==> config.mk <==
export PLATFORM = sky130hd
export DESIGN_NAME = seven_segment_scanner
export DESIGN_NICKNAME = d
export VERILOG_FILES = /design/src/rtl/seven_segment_scanner.sv
export SDC_FILE = /design/constraint.sdc
export NUM_CORES = 1
export LEC_CHECK = 0
export CAP_MARGIN = 5
export CORE_MARGIN = 2
export CORE_UTILIZATION = 62
export DETAILED_ROUTE_END_ITERATION = 7
export DONT_BUFFER_PORTS = 1
export PLACE_DENSITY = 0.82
export SETUP_SLACK_MARGIN = 0.1
export SYNTH_ARGS = -nofsm -noshare
export SYNTH_HDL_FRONTEND = slang
export SYNTH_SLANG_ARGS = --single-unit
==> constraint.sdc <==
create_clock -name clk -period 2.6 [get_ports clk]
set_input_delay 0.26 -clock clk [delete_from_list [all_inputs] [get_ports clk]]
set_output_delay 0.26 -clock clk [all_outputs]
set_load 0.01 [all_outputs]
==> src/rtl/seven_segment_scanner.sv <==
// Time-multiplexed hex driver for a bank of common-anode seven-segment digits.
// Double-buffered display word, swapped only on frame boundaries.
module seven_segment_scanner #(
    parameter int NUM_DIGITS   = 4,
    parameter int REFRESH_DIV  = 50000,
    parameter int BLANK_CYCLES = 500
) (
    input  logic                    clk,
    input  logic                    reset_n,
    input  logic [4*NUM_DIGITS-1:0] value,
    input  logic [NUM_DIGITS-1:0]   dpIn,
    input  logic [NUM_DIGITS-1:0]   digitEnable,
    input  logic                    leadingZeroBlank,
    input  logic                    load,
    output logic [6:0]              segments,
    output logic                    dp,
    output logic [NUM_DIGITS-1:0]   anodes,
    output logic                    frameStart,
    output logic                    updatePending
);
    localparam int CW = (REFRESH_DIV > 2) ? $clog2(REFRESH_DIV) : 1;
    localparam int IW = (NUM_DIGITS > 1) ? $clog2(NUM_DIGITS) : 1;

    typedef struct packed {
        logic [4*NUM_DIGITS-1:0] val;
        logic [NUM_DIGITS-1:0]   dp;
        logic [NUM_DIGITS-1:0]   en;
    } word_t;

    logic [CW-1:0]         cnt;
    logic [IW-1:0]         idx;
    word_t                 disp, shadow, in_word;
    logic                  pend;
    logic                  slot_end, frame_end, cur_blank, zero_above;
    logic [3:0]            cur_digit;
    logic [NUM_DIGITS-1:0] lz_mask;

    function automatic logic [6:0] hex7(input logic [3:0] h);
        case (h)
            4'h0: hex7 = 7'b100_0000;
            4'h1: hex7 = 7'b111_1001;
            4'h2: hex7 = 7'b010_0100;
            4'h3: hex7 = 7'b011_0000;
            4'h4: hex7 = 7'b001_1001;
            4'h5: hex7 = 7'b001_0010;
            4'h6: hex7 = 7'b000_0010;
            4'h7: hex7 = 7'b111_1000;
            4'h8: hex7 = 7'b000_0000;
            4'h9: hex7 = 7'b001_1000;
            4'hA: hex7 = 7'b000_1000;
            4'hB: hex7 = 7'b000_0011;
            4'hC: hex7 = 7'b010_0111;
            4'hD: hex7 = 7'b010_0001;
            4'hE: hex7 = 7'b000_0110;
            default: hex7 = 7'b000_1110;
        endcase
    endfunction

    assign in_word   = '{val: value, dp: dpIn, en: digitEnable};
    assign slot_end  = (cnt == CW'(REFRESH_DIV - 1));
    assign frame_end = slot_end && (idx == IW'(NUM_DIGITS - 1));
    assign cur_digit = disp.val[{idx, 2'b00} +: 4];

    // Walk down from the top digit; a digit is a leading zero while everything above it is zero too.
    always_comb begin
        zero_above = 1'b1;
        lz_mask    = '0;
        for (int k = NUM_DIGITS - 1; k >= 1; k--) begin
            zero_above = zero_above && (disp.val[4*k +: 4] == 4'h0);
            lz_mask[k] = zero_above;
        end
    end

    assign cur_blank = ~disp.en[idx] | (leadingZeroBlank & lz_mask[idx]);

    always_ff @(posedge clk) begin
        if (!reset_n) begin
            cnt           <= '0;
            idx           <= '0;
            disp          <= '0;
            shadow        <= '0;
            pend          <= 1'b0;
            segments      <= 7'h7F;
            dp            <= 1'b1;
            anodes        <= '1;
            frameStart    <= 1'b0;
        end else begin
            cnt <= slot_end ? '0 : cnt + 1'b1;
            if (slot_end)
                idx <= (idx == IW'(NUM_DIGITS - 1)) ? '0 : idx + 1'b1;

            if (load)
                shadow <= in_word;
            // A load landing on the boundary bypasses the shadow so it is never left pending.
            if (frame_end) begin
                if (load)
                    disp <= in_word;
                else if (pend)
                    disp <= shadow;
                pend <= 1'b0;
            end else if (load) begin
                pend <= 1'b1;
            end

            segments   <= cur_blank ? 7'h7F : hex7(cur_digit);
            dp         <= cur_blank | ~disp.dp[idx];
            anodes     <= (cnt < CW'(BLANK_CYCLES)) ? '1 : ~(NUM_DIGITS'(1) << idx);
            frameStart <= (cnt == '0) && (idx == '0);
        end
    end

    assign updatePending = pend;
endmodule

==> flow_metrics.tcl, run 1 <==
set metrics [dict create \
    p_int_mw 1.845 \
    cts_setup_buffers 0 \
    multi_input_area_um2 1647 \
    synth.avg_cell_area_um2 9.726 \
    first_global_vias 2384 \
    gp_congestion 0.8647 \
    hold_depth 2 \
    cts_hold_buffers 0 \
    vias_per_cell 6.072 \
    pwr-share-clk_pct 42.8 \
    insertion_delay_ns 0.34 \
    regToRegEndpoint "segments[3]" \
    drive_above_1_share_pct 10.32 \
    crit_arrival_ns 2.42 \
    combPwrFrac_pct 3.2 \
    routed_wl_mm 6.756 \
    ff_latch_area_um2 1602 \
    synthArstFlopShare_pct 0 \
    grt_usage_pct 23.19 \
    grt_max_degree 51 \
    seq_area_frac_synth_pct 47.18 \
    rr_worst_depth 8 \
    path_class "reg -> reg" \
    irDropWorstVdd_mv 0.5639 \
    swShare_pct 21.25 \
    clkTransAtPathRegs_ns 0.08 \
    antenna_left 0 \
    die_w_um 78.00 \
    tns_ns 0 \
    drv_slew 0 \
    max-cap-violations 0 \
    clock.fmax_mhz 454.0 \
    relSlewSlack_pct 47.72 \
    start_util_pct 65.22 \
    worstPathRequired_ns 2.82 \
    reg2reg_from "idx[0]" \
    core-area_um2 5205 \
    power.total_mw 2.343 \
    ys_types 35 \
    htreeDepth 3 \
    critPathCaptureType "register" \
    root_buffer "clkbuf_8" \
    post_cts_resized 0 \
    cts_max_path_buffers 2 \
    port_buffers 0 \
    cts-buffers-inserted 9 \
    synth_edf_count 0 \
    antenna_found_initial 0 \
    cts_tree "yes" \
    fin_worst_skew_ns 0.008912 \
    hold_violations 0 \
    tightest_slew_ns 0.7831 \
    rrSetupSlack_ns 0.40 \
    yosys_warnings 0 \
    diodes 0 \
    path_max_fanout 6 \
    hold_start "reset_n" \
    synth_flop_cell "dfxtp_1" \
    rows 26 \
    dp_hpwl_mm 4.723 \
    synth_nets 388 \
    fin_nets 384 \
    p_per_area_nw_per_um2 640.2 \
    whs_endpoint "frameStart" \
    p_seq_share_pct 54.1 \
    drc 0 \
    final_cells 419 \
    die_y_um 78.00 \
    num-fill-cells 396 \
    leakage_nw 1.291 \
    placed_cells 404 \
    worstHoldPathType "in -> reg" \
    syn2layout_area_growth_pct 7.814 \
    dieArea_um2 6083 \
    dr.first_iter.drc_count 124 \
    cts_sinks 80 \
    dr.pass1.iters 4 \
    finalCritPeriodShare_pct 84.72 \
    overflow 0 \
    synth_cells 349 \
    start_kind "register" \
    ys_ff_latch 80 \
    rsz0062_at_grt "false" \
    drt-wirelength-per-cell_um 16.12 \
    setup_viol 0 \
    min_period_ns 2.203 \
    io_pins 42 \
    status "finished, final reports clean" \
    power.switching_mw 0.4980 \
    grt_pass1_wl_mm 11.16 \
    syn-cell-area_um2 3395 \
    vias 2544 \
]
## power by group through the flow
stage                     logic, mW  clock network [mW]  registers (mW)
after floorplan              0.0721                   0            1.29
after global placement       0.0726                   0            1.29
after detailed placement     0.0747                   0            1.30
after CTS                    0.0751                1.01            1.27
after global routing         0.0848                1.07            1.27
final                        0.0741                1.00            1.27
## registers in the layout (all words and copies together) (netlist names)
name / count
anodes: 4
cnt: 16
disp: 24
dp: 1
frameStart: 1
idx: 2
segments: 7
shadow: 24
updatePending: 1
## routing by layer
metal / vias up / wire, um / GRT usage (%)
met5: - / 0 / 0
met4: 0 / 129 / 9.825
met3: 13 / 400 / 6.512
met2: 77 / 3073 / 35.69
met1: 1196 / 3154 / 30.65
li1: 1258 / - / -
## final cells by class
cell class	count	area share (%)
clock inverters	5	2.222
multi-input cells	234	44.99
flip-flops and latches	80	43.76
well taps	70	2.393
clock buffers	10	3.761
inverters	12	1.231
repair buffers	8	1.641
## per-stage QoR
| step | instance area, um^2 | hold slack (ns) | util, % | setup slack (ns) |
|---|---|---|---|---|
| global route | 3660 | 0.06410 | 70.31 | 0.2147 |
| detailed placement | 3441 | 0.4254 | 66.11 | 0.4242 |
| finish | 3660 | 0.06945 | 70.31 | 0.3972 |
| CTS | 3660 | 0.06238 | 70.31 | 0.3861 |
| floorplan | 3395 | 0.3983 | - | 0.5130 |
| global placement | 3441 | 0.4066 | 66.11 | 0.5451 |
## Yosys cell counts, types with 2 or more instances
library cell / number / area (um^2)
and3_1: 2 / 12.51
o31ai_1: 2 / 15.01
nor4_1: 3 / 18.77
mux4_2: 6 / 135.1
a21oi_1: 10 / 50.05
nand2_1: 20 / 75.07
buf_2: 6 / 30.03
mux2_2: 2 / 22.52
o211ai_1: 5 / 37.54
nand3_1: 8 / 40.04
mux2i_1: 26 / 260.3
dfxtp_1: 80 / 1602
xnor2_1: 6 / 52.55
nand4_1: 3 / 18.77
clkbuf_1: 16 / 60.06
nor3_1: 4 / 20.02
nor2_1: 43 / 161.4
a211oi_1: 25 / 187.7
or4_1: 5 / 37.54
or3_1: 4 / 25.02
inv_1: 11 / 41.29
xor2_1: 3 / 26.28
a31oi_1: 26 / 162.7
o21ai_0: 11 / 55.05
ha_1: 11 / 137.6
or4_4: 2 / 22.52
## cells in the final DEF (no fill, tap or decap), types with 3 or more instances in the layout
cell	n
a211oi_1	25
a21oi_1	10
nand2_1	20
o21ai_0	11
mux2i_1	26
o211ai_1	5
a31oi_1	26
nand3_1	8
ha_1	11
or4_1	5
or3_1	4
xor2_1	3
clkbuf_8	10
nor4_1	3
inv_1	11
nor3_1	4
mux4_2	6
nand4_1	3
xnor2_1	6
nor2_1	43
buf_4	8
dfxtp_1	80
## cell families after synthesis
| group | count (synthesis) | synth area share, % |
|---|---|---|
| xor+xnor | 9 | 2.322 |
| buf+inv | 35 | 4.313 |
| fa+ha+maj | 11 | 4.054 |
| simple gates | 97 | 13.60 |
| mux | 34 | 12.31 |
| flops | 80 | 47.18 |
| compound gates | 83 | 16.22 |
## worst max path at each step
| stage | start | end | cells after the start |
|---|---|---|---|
| after floorplan | idx[0] | segments[3] | 8 |
| after global placement | cnt[12] | cnt[3] | 4 |
| after detailed placement | idx[0] | segments[3] | 8 |
| after CTS | idx[0] | segments[3] | 8 |
| after global routing | idx[0] | segments[3] | 7 |
| final | idx[0] | segments[3] | 8 |
## critical path: stages (launching register included)
cell,delay (ns)
dfxtp_1,0.39
buf_4,0.19
mux4_2,0.58
inv_1,0.14
ha_1,0.30
nand2_1,0.09
mux2i_1,0.06
a211oi_1,0.21
o21ai_0,0.11
Note: power is estimated with default switching activity, not from simulation.
==> run 2: changes to the inputs <==
==> constraint.sdc (replaced) <==
create_clock -name clk -period 2.1 [get_ports clk]
set_input_delay 0.21 -clock clk [delete_from_list [all_inputs] [get_ports clk]]
set_output_delay 0.21 -clock clk [all_outputs]
set_load 0.01 [all_outputs]
==> flow_metrics.tcl, run 2 (synthesis results as in run 1) <==
set metrics [dict create \
    fin_worst_skew_ns 0.01050 \
    diodes 0 \
    swShare_pct 24.23 \
    pwr-share-clk_pct 38.1 \
    cts_sinks 80 \
    reg.largest.list "disp: 24 flops, shadow: 24 flops, cnt: 16 flops" \
    worstHoldPathType "in -> reg" \
    hold_depth 2 \
    rsz0062_at_grt "true" \
    core-area_um2 5205 \
    p_seq_share_pct 58.3 \
    p_int_mw 2.036 \
    first_global_vias 2367 \
    fin_nets 390 \
    fin_area_um2 3716 \
    status "finished, final reports clean" \
    power.switching_mw 0.6511 \
    finalWorstSetupSlack_ns 0.1699 \
    drive_above_1_share_pct 13.76 \
    grt_usage_pct 23.20 \
    p_per_area_nw_per_um2 723.1 \
    path_class "reg -> reg" \
    clock.fmax_mhz 518.1 \
    drt-wirelength-per-cell_um 15.46 \
    vias_per_cell 5.995 \
    critPathCaptureType "register" \
    leakage_nw 1.318 \
    overflow 0 \
    drc 0 \
    reg2reg_from "idx[0]" \
    min_period_ns 1.930 \
    crit_arrival_ns 2.14 \
    tns_ns 0 \
    rr_worst_depth 7 \
    cts_max_path_buffers 2 \
    hold_start "dpIn[2]" \
    hold_violations 0 \
    start_kind "register" \
    dp_slack_ns 0.07189 \
    grt_max_degree 51 \
    rows 26 \
    start_util_pct 65.22 \
    routed_wl_mm 6.586 \
    worstPathRequired_ns 2.31 \
    relSlewSlack_pct 47.05 \
    die_w_um 78.00 \
    root_buffer "clkbuf_8" \
    port_buffers 0 \
    final_cell_mix "dfxtp_1 (79), nor2_1 (42), mux2i_1 (26), a31oi_1 (26), a211oi_1 (24)" \
    placed_area_um2 3496 \
    htreeDepth 3 \
    die_y_um 78.00 \
    vias 2554 \
    drv_slew 0 \
    io_pins 42 \
    cts_tree "yes" \
    dieArea_um2 6083 \
    syn2layout_area_growth_pct 9.473 \
    grt_pass1_wl_mm 11.21 \
    path_max_fanout 6 \
    whs_ns 0.03879 \
    crit_start "idx[0]" \
    insertion_delay_ns 0.35 \
    dr.first_iter.drc_count 152 \
    num-fill-cells 401 \
    combPwrFrac_pct 3.6 \
    finalCritPeriodShare_pct 91.91 \
    antenna_found_initial 0 \
    tightest_slew_ns 0.7931 \
    dp_hpwl_mm 4.494 \
    setup_viol 0 \
    mostFrequentLayoutCell "dfxtp_1" \
    clkTransAtPathRegs_ns 0.09 \
    antenna_left 0 \
    gp_congestion 0.8328 \
    max-cap-violations 0 \
    cts-buffers-inserted 9 \
    dr.pass1.iters 4 \
    irDropWorstVdd_mv 0.5202 \
]
## run 2: cell types whose count changed in the layout (fill, tap and decap cells not counted), moves of 2 or more
cell,before,now
buf_6,0,2
bufinv_16,2,0
inv_6,0,4
buf_12,0,2
inv_1,11,9
inv_2,1,3
## run 2: worst max-delay path: stages, from the launching register on
cell	delay [ns]
dfxtp_4	0.38
mux4_2	0.55
inv_2	0.10
ha_2	0.31
nand2_1	0.08
mux2i_1	0.07
a211oi_2	0.21
o21ai_0	0.10
## run 2: power by group through the flow
stage,Combinational [mW],Sequential (mW),Clock [mW]
after floorplan,0.0893,1.60,0
after global placement,0.0940,1.60,0
after detailed placement,0.0970,1.60,0
after CTS,0.0991,1.57,1.05
after global routing,0.111,1.57,1.12
final,0.0979,1.57,1.02
## run 2: final cells by class
class	instances	area, um^2	share of cell area (%)
multi-input combinational	234	1660	44.68
sequential	80	1605	43.20
timing repair buffer	14	140.1	3.771
clock buffer	9	123.9	3.333
tap	70	87.58	2.357
clock inverter	7	53.80	1.448
inverter	12	45.04	1.212
## run 2: path summary, 6_finish.rpt
| path | to | slack (ns) |
|---|---|---|
| max | segments[3] | 0.17 |
| min | shadow[6] | 0.04 |
| max reg2reg | segments[3] | 0.17 |
| min reg2reg | cnt[0] | 0.49 |
## run 2: repair_timing
action,4_1_cts,5_1_grt
hold buffers,1,0
resized for setup,1,9
setup endpoints to repair,1,20
hold endpoints to repair,1,0
pin swaps,0,1
setup buffers,0,1
## run 2: layer usage
layer	global-route usage, %	vias to the layer above	wire, um
met4	9.123	0	65
met5	0	-	0
met2	33.02	82	2985
met1	33.04	1184	3032
met3	6.860	8	502
li1	-	1280	-
## run 2: through the flow
stage	power (mW)	util, %	std cells
2_1_floorplan	1.688	-	349
5_1_grt	2.801	71.39	426
3_5_place_dp	1.700	67.16	408
3_3_place_gp	1.696	67.16	408
4_1_cts	2.714	70.79	425
6_report	2.687	71.39	426
==> run 3: changes to the inputs <==
--- a/config.mk
+++ b/config.mk
@@ -7,11 +7,13 @@
 export LEC_CHECK = 0
 export CAP_MARGIN = 5
 export CORE_MARGIN = 2
-export CORE_UTILIZATION = 62
+export CORE_UTILIZATION = 45
 export DETAILED_ROUTE_END_ITERATION = 7
 export DONT_BUFFER_PORTS = 1
-export PLACE_DENSITY = 0.82
+export GPL_TIMING_DRIVEN = 0
+export PLACE_DENSITY = 0.64
 export SETUP_SLACK_MARGIN = 0.1
 export SYNTH_ARGS = -nofsm -noshare
 export SYNTH_HDL_FRONTEND = slang
 export SYNTH_SLANG_ARGS = --single-unit
+export TNS_END_PERCENT = 10
==> flow_metrics.tcl, run 3 (synthesis results as in run 1) <==
set metrics [dict create \
    final_cell_mix "dfxtp_1 (72), nor2_1 (42), mux2i_1 (26), a31oi_1 (26), a211oi_1 (25)" \
    worstHoldPathType "in -> reg" \
    mostFrequentLayoutCell "dfxtp_1" \
    finalCritPeriodShare_pct 91.59 \
    dieArea_um2 8254 \
    ff_latch_area_um2 1614 \
    insertion_delay_ns 0.35 \
    root_buffer "clkbuf_8" \
    syn2layout_area_growth_pct 13.42 \
    worstPathRequired_ns 2.34 \
    path_max_fanout 10 \
    diodes 0 \
    grt_usage_pct 18.43 \
    dr.first_iter.drc_count 107 \
    gp_congestion 0.8709 \
    fin_area_um2 3850 \
    num-fill-cells 709 \
    placed_area_um2 3525 \
    crit_arrival_ns 2.16 \
    antenna_left 0 \
    first_global_vias 2514 \
    dr.pass1.iters 4 \
    relSlewSlack_pct 53.39 \
    vias 2594 \
    setup_viol 0 \
    placed_cells 448 \
    irDropWorstVdd_mv 0.3309 \
    rows 31 \
    path_class "reg -> reg" \
    cts-buffers-inserted 9 \
    port_buffers 0 \
    min_period_ns 1.923 \
    tns_ns 0 \
    antenna_found_initial 0 \
    grt_pass1_wl_mm 12.12 \
    cts_tree "yes" \
    htreeDepth 3 \
    p_per_area_nw_per_um2 732.0 \
    fin_nets 408 \
    clkTransAtPathRegs_ns 0.08 \
    cts_sinks 80 \
    start_kind "register" \
    multi_input_area_um2 1677 \
    core-area_um2 7292 \
    io_pins 42 \
    tightest_slew_ns 0.6991 \
    hold_violations 0 \
    max-cap-violations 0 \
    drt-wirelength-per-cell_um 15.16 \
    start_util_pct 46.55 \
    fin_worst_skew_ns 0.007047 \
    die_y_um 90.85 \
    vias_per_cell 5.484 \
    critPathCaptureType "register" \
    clock.fmax_mhz 519.9 \
    drc 0 \
    drv_slew 0 \
    die_w_um 90.85 \
    reg.largest.list "disp: 24 flops, shadow: 24 flops, cnt: 16 flops" \
    dp_hpwl_mm 5.173 \
    rsz0062_at_grt "true" \
    overflow 0 \
    leakage_nw 1.369 \
    drive_above_1_share_pct 16.58 \
    status "finished, final reports clean" \
    cts_max_path_buffers 2 \
    final_cells 473 \
    routed_wl_mm 7.172 \
    grt_max_degree 14 \
]
-- run 3: changes by cell type in the layout (fill, tap and decap cells not counted), sizes merged --
cell	before	now
inv	16	12
bufinv	0	1
buf	13	15
clkinvlp	0	1
clkbuf	9	27
-- run 3: final timing paths --
path | startpoint | slack (ns) | cells after the start | endpoint
setup / recovery | idx[0] | 0.18 | 6 | segments[4]
hold reg to reg | cnt[0] | 0.46 | 1 | cnt[0]
hold / removal | reset_n | 0.01 | 2 | frameStart
setup reg to reg | idx[0] | 0.18 | 6 | segments[4]
-- run 3: final cells by class --
type	instances	share of cell area, %
multi-input combinational	234	43.55
sequential	80	41.92
clock buffer	11	3.672
tap	99	3.217
buffer	23	3.185
timing repair buffer	9	1.820
clock inverter	5	1.462
inverter	12	1.170
-- run 3: power by group --
group | internal (mW) | switching [mW] | leakage, nW
registers | 1.55 | 0.0172 | 0.655
clock network | 0.580 | 0.551 | 0.0993
logic | 0.0475 | 0.0720 | 0.615
-- run 3: per-stage QoR --
stage / hold WS (ns) / setup WS, ns / total power [mW] / util, %
2_1_floorplan: 0.3483 / 0.1042 / 1.688 / -
3_3_place_gp: 0.3603 / -0.1384 / 1.715 / 48.34
3_5_place_dp: 0.3611 / -0.1572 / 1.719 / 48.34
4_1_cts: 0.0001484 / 0.06212 / 2.858 / 52.02
5_1_grt: 0.007908 / 0.07060 / 2.932 / 52.80
6_report: 0.01479 / 0.1766 / 2.818 / 52.80
-- run 3: timing repair --
item | in CTS | in global routing
setup buffers | 5 | 3
endpoints found under the hold margin | 1 | 0
hold buffers | 1 | 0
gates resized for setup | 6 | 22
setup endpoints to repair | 34 | 42
pin swaps | 2 | 2
-- run 3: critical path, cell delays in order (launching register included) --
cell,delay [ns]
dfxtp_4,0.37
buf_12,0.14
mux4_2,0.55
ha_1,0.26
mux2_2,0.28
o21ai_0,0.15
nand2_1,0.07
-- run 3: metal layers --
layer	share of wire [%]	GRT usage (%)	up-vias
li1	-	-	1315
met1	50	25.16	1221
met2	44	27.86	49
met3	4.2	4.341	9
met4	1.6	8.081	0
met5	0	0	-
